### config.mk
export PLATFORM = sky130hd
export DESIGN_NAME = operation_sequencer
export DESIGN_NICKNAME = d
export VERILOG_FILES = /design/src/rtl/operation_sequencer.sv
export SDC_FILE = /design/constraint.sdc
export NUM_CORES = 1
export LEC_CHECK = 0
export CORE_UTILIZATION = 40
export CTS_BUF_LIST = sky130_fd_sc_hd__clkbuf_16
export CTS_CLUSTER_SIZE = 28
export DETAILED_ROUTE_END_ITERATION = 8
export GPL_ROUTABILITY_DRIVEN = 1
export PLACE_DENSITY = 0.7
export SLEW_MARGIN = 20
export SYNTH_ARGS = -nofsm -noshare
export SYNTH_HDL_FRONTEND = slang
export SYNTH_SLANG_ARGS = --single-unit
### constraint.sdc
create_clock -name clk -period 2.7 [get_ports clk]
set_input_delay 0.54 -clock clk [delete_from_list [all_inputs] [get_ports clk]]
set_output_delay 0.54 -clock clk [all_outputs]
set_load 0.02 [all_outputs]
### src/rtl/operation_sequencer.sv
// Control FSM for the shared mul/div/sqrt datapath: latches an op on start,
// sequences LOAD -> RUN (-> FIX for sqrt) -> DONE/ERR, and holds the result until ack.
module operation_sequencer #(
  parameter int N = 4
) (
  input  logic                    clk,
  input  logic                    rst,
  input  logic                    start,
  input  logic [1:0]              op,
  input  logic                    divisor_zero,
  input  logic                    ack,
  output logic                    load_en,
  output logic                    step_en,
  output logic [1:0]              op_sel,
  output logic                    ov_count,
  output logic [$clog2(N+1)-1:0]  count,
  output logic                    busy,
  output logic                    done,
  output logic                    error
);

  localparam int CW = $clog2(N+1);
  localparam logic [CW-1:0] ITER_FULL = CW'(N);
  localparam logic [CW-1:0] ITER_HALF = CW'(N/2);

  localparam logic [1:0] OP_MUL  = 2'b00;
  localparam logic [1:0] OP_DIV  = 2'b01;
  localparam logic [1:0] OP_SQRT = 2'b10;
  localparam logic [1:0] OP_ILL  = 2'b11;

  if ((N < 2) || ((N % 2) != 0)) begin : g_bad_n
    $error("operation_sequencer: N must be even and >= 2");
  end

  typedef enum logic [2:0] {
    S_IDLE,
    S_LOAD,
    S_RUN,
    S_FIX,
    S_DONE,
    S_ERR
  } state_t;

  state_t          state_q, state_d;
  logic [1:0]      op_sel_q, op_sel_d;
  logic [CW-1:0]   count_q, count_d;

  always_comb begin
    state_d  = state_q;
    op_sel_d = op_sel_q;
    count_d  = count_q;
    load_en  = 1'b0;
    step_en  = 1'b0;
    ov_count = 1'b0;
    busy     = 1'b0;
    done     = 1'b0;
    error    = 1'b0;

    unique case (state_q)
      S_IDLE: begin
        if (start) begin
          op_sel_d = op;
          state_d  = S_LOAD;
        end
      end
      S_LOAD: begin
        load_en = 1'b1;
        busy    = 1'b1;
        if ((op_sel_q == OP_ILL) || ((op_sel_q == OP_DIV) && divisor_zero)) begin
          state_d = S_ERR;
        end else begin
          count_d = (op_sel_q == OP_SQRT) ? ITER_HALF : ITER_FULL;
          state_d = S_RUN;
        end
      end
      S_RUN: begin
        step_en = 1'b1;
        busy    = 1'b1;
        if (count_q != '0) begin
          count_d = count_q - CW'(1);
        end
        // Leave on the last iteration; a zero count also exits so the FSM cannot stall.
        if (count_q <= CW'(1)) begin
          state_d = (op_sel_q == OP_SQRT) ? S_FIX : S_DONE;
        end
      end
      S_FIX: begin
        step_en  = 1'b1;
        ov_count = 1'b1;
        busy     = 1'b1;
        state_d  = S_DONE;
      end
      S_DONE: begin
        done = 1'b1;
        if (ack) begin
          state_d = S_IDLE;
        end
      end
      S_ERR: begin
        done  = 1'b1;
        error = 1'b1;
        if (ack) begin
          state_d = S_IDLE;
        end
      end
      default: begin
        state_d = S_IDLE;
      end
    endcase
  end

  always_ff @(posedge clk) begin
    if (!rst) begin
      state_q  <= S_IDLE;
      op_sel_q <= OP_MUL;
      count_q  <= '0;
    end else begin
      state_q  <= state_d;
      op_sel_q <= op_sel_d;
      count_q  <= count_d;
    end
  end

  assign op_sel = op_sel_q;
  assign count  = count_q;

endmodule

### Yosys cells after proc, flatten, opt, wreduce, memory -nomap -nowiden

Index checks and enable logic that the tools add are counted.

| storage, ports and cells | value |
|---|---|
| bits in registers | 8 |
| bits in latches | 0 |
| RAM bits | 0 |
| ROM bits | 0 |
| word-level logic and storage cells | 45 |
| memories kept | 0 |

| cells by class | value |
|---|---|
| $add $sub $neg | 1 |
| multipliers | 0 |
| div/mod/pow operators | 0 |
| $lt $le $gt $ge | 1 |
| eq/ne operators | 13 |
| shift operators | 0 |
| multiplexer cells | 16 |
| bitwise gates (word level) | 0 |
| reduce and logical (&&, ||, !) cells | 11 |

Operators by type and width:

| operator | count |
|---|---|
| 3-bit 2-to-1 mux | 8 |
| 3-bit case mux with 5 select lines | 1 |
| 2-bit inequality test, second input constant | 4 |
| 3-bit by 2-bit == test with 1-bit output, second input constant | 2 |
| 3-bit == test, second input constant | 2 |
| 1-bit 2-to-1 mux | 6 |
| 3-bit case mux with 2 select lines | 1 |
| 3-bit AND reduction | 2 |
| 2-bit == test, second input constant | 2 |
| 2-bit OR reduction | 2 |
| 3-bit by 1-bit == test with 1-bit output, second input constant | 1 |
| 3-bit by 1-bit <= comparator with 1-bit output, second input constant | 1 |
| 3-bit zero test | 1 |
| 3-bit nonzero test | 1 |
| 3-bit OR reduction | 1 |
| 3-bit by 1-bit subtractor with 3-bit output, second input constant | 1 |
| 2-bit by 1-bit == test with 1-bit output, second input constant | 1 |
| 2-bit by 1-bit inequality test with 1-bit output, second input constant | 1 |
| 2-bit AND reduction | 1 |
| 2-bit nonzero test | 1 |
| 1-bit logical AND | 1 |
| 1-bit logical OR | 1 |

### Longest topological paths before layout

| depth | value |
|---|---|
| depth after elaboration | 5 |
| gate-level depth with buffers | 6 |
| mapped depth without buffers | 6 |

### Least setup slack after synthesis

OpenSTA, ideal clock, no wires.

| path | value |
|---|---|
| kind | flip-flop to output port |
| start | register state_q[1] |
| end | output port ov_count |
| data arrival time | 1.170 ns |
| required time | 2.160 ns |
| setup slack | 0.990 ns |
| cell stages (with the launch flop) | 5 |
| cells stage by stage | dfxtp_1 buf_4 inv_1 nor2_1 and2_1 |

| on the way | value |
|---|---|
| word-level cells in the longest chain between the ends | 2 |

Ends and longest elaborated chain:

| item | line | text |
|---|---|---|
| start: declaration | 44 | `state_t state_q, state_d;` |
| start signal: assignment | 118 | `state_q <= state_d;` |
| 3-bit by 2-bit == test with 1-bit output | 59 | `unique case (state_q)` |
| 1-bit 2-to-1 mux | 59 |  |
| end: declaration | 15 | `output logic ov_count,` |

Every way passes these cells.

### Worst setup path after layout

Same ends and word-level chain as after synthesis.

==> out/metrics.cfg <==
[outcome]
outcome=completed

[place]
post-place-ws_ns=0.520
port_buffers=17
dpl.cell_count=95
gp_congestion=0.750
dp_hpwl_um=965

[setup_path]
timing.critical_path.fanout_max=11
critical_path.endpoint_type=primary output
cp.required_ns=2.16
slowest_stage=dfxtp_1
regToRegSetupSlack_ns=1.24
critical_path.cell_chain=inv_1 -> nor2_1 -> and2_1 -> clkdlybuf4s50_1
worstPathArrival_ns=1.89
startpoint_type=flip-flop
crit_type=reg2out
crit_cells=4
path_delay_family=buffers and inverters
crit_buf_inv=2
cpPeakStageDelay_ns=0.59
reg2reg_depth=4

[hold_path]
hold_path_depth=2
hp-class=reg2reg

[route]
num_vias=555
drc=0
first_pass_iters=4
drtIter0Drc=9
ant_nets=0
wl_mm=1.37
drt-vias-per-instance=5.66
avgRoutedWirePerCell_um=14.0

[sta]
drv_slew=0
min_period_over_period_pct=90.0
max_slew_margin_pct=68.3
skew_ns=0.00396
tightest_slew_ns=0.475
fmax_mhz=411
finalSetupTns_ns=0
fin_ws_ns=0.269
timing.hold.ws_ns=0.549
rsz0062_at_grt=no
final-hold-violation-count=0
fin_crit_ns=2.43
final-setup-viol-count=0

[clock_network]
cts_buffer_depth=2
cts_buffers=3
worstSkewPairLatency_ns=0.23
clkTransAtPathRegs_ns=0.04
cts_tree=built
post_cts_resized=0
clockRootBuffer=clkbuf_16
htree_levels=1
post_cts_buffers=0
hold_buffers=0
cts.sinks=8

[yosys]
synth_cells=66
ys_types=32
synth_area_per_cell_sq_um=9.00
synth_nets=76
seq_area_frac_synth_pct=26.9
synth_seq_cells=8
yosys_warnings=0
synth_largest_area_cell=dfxtp_1
synth_area_leaders=dfxtp_1 (27%), mux2i_1 (6.7%), ha_1 (6.3%), nor2_1 (4.4%), nor4b_4 (4.0%)
synth_area_sq_um=594
synth_top_area_share_pct=26.9

[power]
peakVddDrop_mv=0.427
leakage_uw=0.000333
power_density_nw_per_um2=778

[final_layout]
n_fill_cell=123
fin_nets=95
drive_gt1_share_pct=13.3
synthToLayoutAreaGrowth_pct=39.4
antenna_cells=0
stdcell_count=98

[global_routing]
grt_max_degree=14
grt_pass1_wl_mm=2.12
grt_overflow_total=0
grtUsageTotal_pct=21.3
grt_pass1_vias=481
antenna_found_initial=0

[floorplanning]
die_y_um=40.5
die_w_um=40.5
dieArea_sq_um=1640
ioPinCount=18
fp.coreArea_sq_um=1330
start_util_pct=44.6
num_rows=13

[run]
cap_violations=0

-- kinds of logic after synthesis --
| group | after synthesis | share of synthesized area, % |
|---|---|---|
| adders and majority gates | 3 | 6.32 |
| AOI/OAI and AO/OA | 18 | 22.5 |
| buffers and inverters | 8 | 8.21 |
| and+or+nand+nor | 25 | 29.3 |
| DFF | 8 | 26.9 |
| muxes | 4 | 6.74 |
-- worst min-delay path: stages, from the launching register on --
cell     delay (ns)
dfxtp_1        0.35
nand4_1        0.09
o31ai_1        0.06
-- routing by layer --
metal	GRT usage [%]	share of wire, %	vias up
li1	-	-	272
met1	25.1	44	252
met2	31.0	46	27
met3	8.33	7.3	4
met4	15.0	2.5	0
met5	0	0	-
-- state kept, by name (all words and copies together) (netlist names) --
register  cells
count         3
state_q       3
op_sel        2
-- worst paths after layout --
path,from,endpoint
setup / recovery,state_q[1],ov_count
hold / removal,count[0],count[0]
setup reg to reg,state_q[0],count[1]
hold reg to reg,count[0],count[0]
-- cell usage after synthesis --
master    n
and2_1    2
ha_1      3
a21oi_1   4
a21o_1    1
buf_4     1
nor3b_2   1
nand2b_2  1
a32oi_1   1
nand3_1   1
nand2_1   3
o21ai_1   1
dfxtp_1   8
a22o_1    1
mux2i_1   4
nand3b_1  1
nand2b_1  3
nor2b_2   1
nor4b_4   1
nor3b_1   1
a221o_1   1
a32o_1    1
o31ai_1   2
o21bai_1  1
inv_1     5
a311oi_1  1
nor3b_4   1
nand4_1   2
nor2_1    7
a31o_2    1
buf_6     2
o22ai_1   1
o21ai_2   2
-- metrics by stage --
stage               utilization, %  instance area, sq um  total power, uW
floorplan                        -                   594              323
global placement              56.5                   753              388
detailed placement            56.5                   753              392
CTS                           62.1                   828              647
global route                  62.1                   828              680
finish                        62.1                   828              645
-- report_power, final --
part,leakage (uW),total [uW],switching [uW],internal [uW]
combinational,0.000230,218,108,110
sequential,0.0000655,176,38.3,137
clock,0.0000370,251,59.9,191
-- cells in the final DEF (no fill, tap or decap), types with 2 or more instances in the layout --
cell,instances
a21oi_1,4
clkdlybuf4s50_1,17
clkbuf_16,3
nand4_1,2
nor2_1,7
o31ai_1,2
inv_1,5
dfxtp_1,8
o21ai_2,2
nand2_1,3
ha_1,3
mux2i_1,4
nand2b_1,3
and2_1,2
-- final cells by class --
type,count,area [sq um],share of cell area [%]
timing repair buffer,17,170,20.5
clock buffer,3,75.1,9.06
sequential,8,160,19.3
inverter,5,18.8,2.27
tap,15,18.8,2.27
multi-input combinational,50,385,46.5
(Power assumes the default switching activity.)
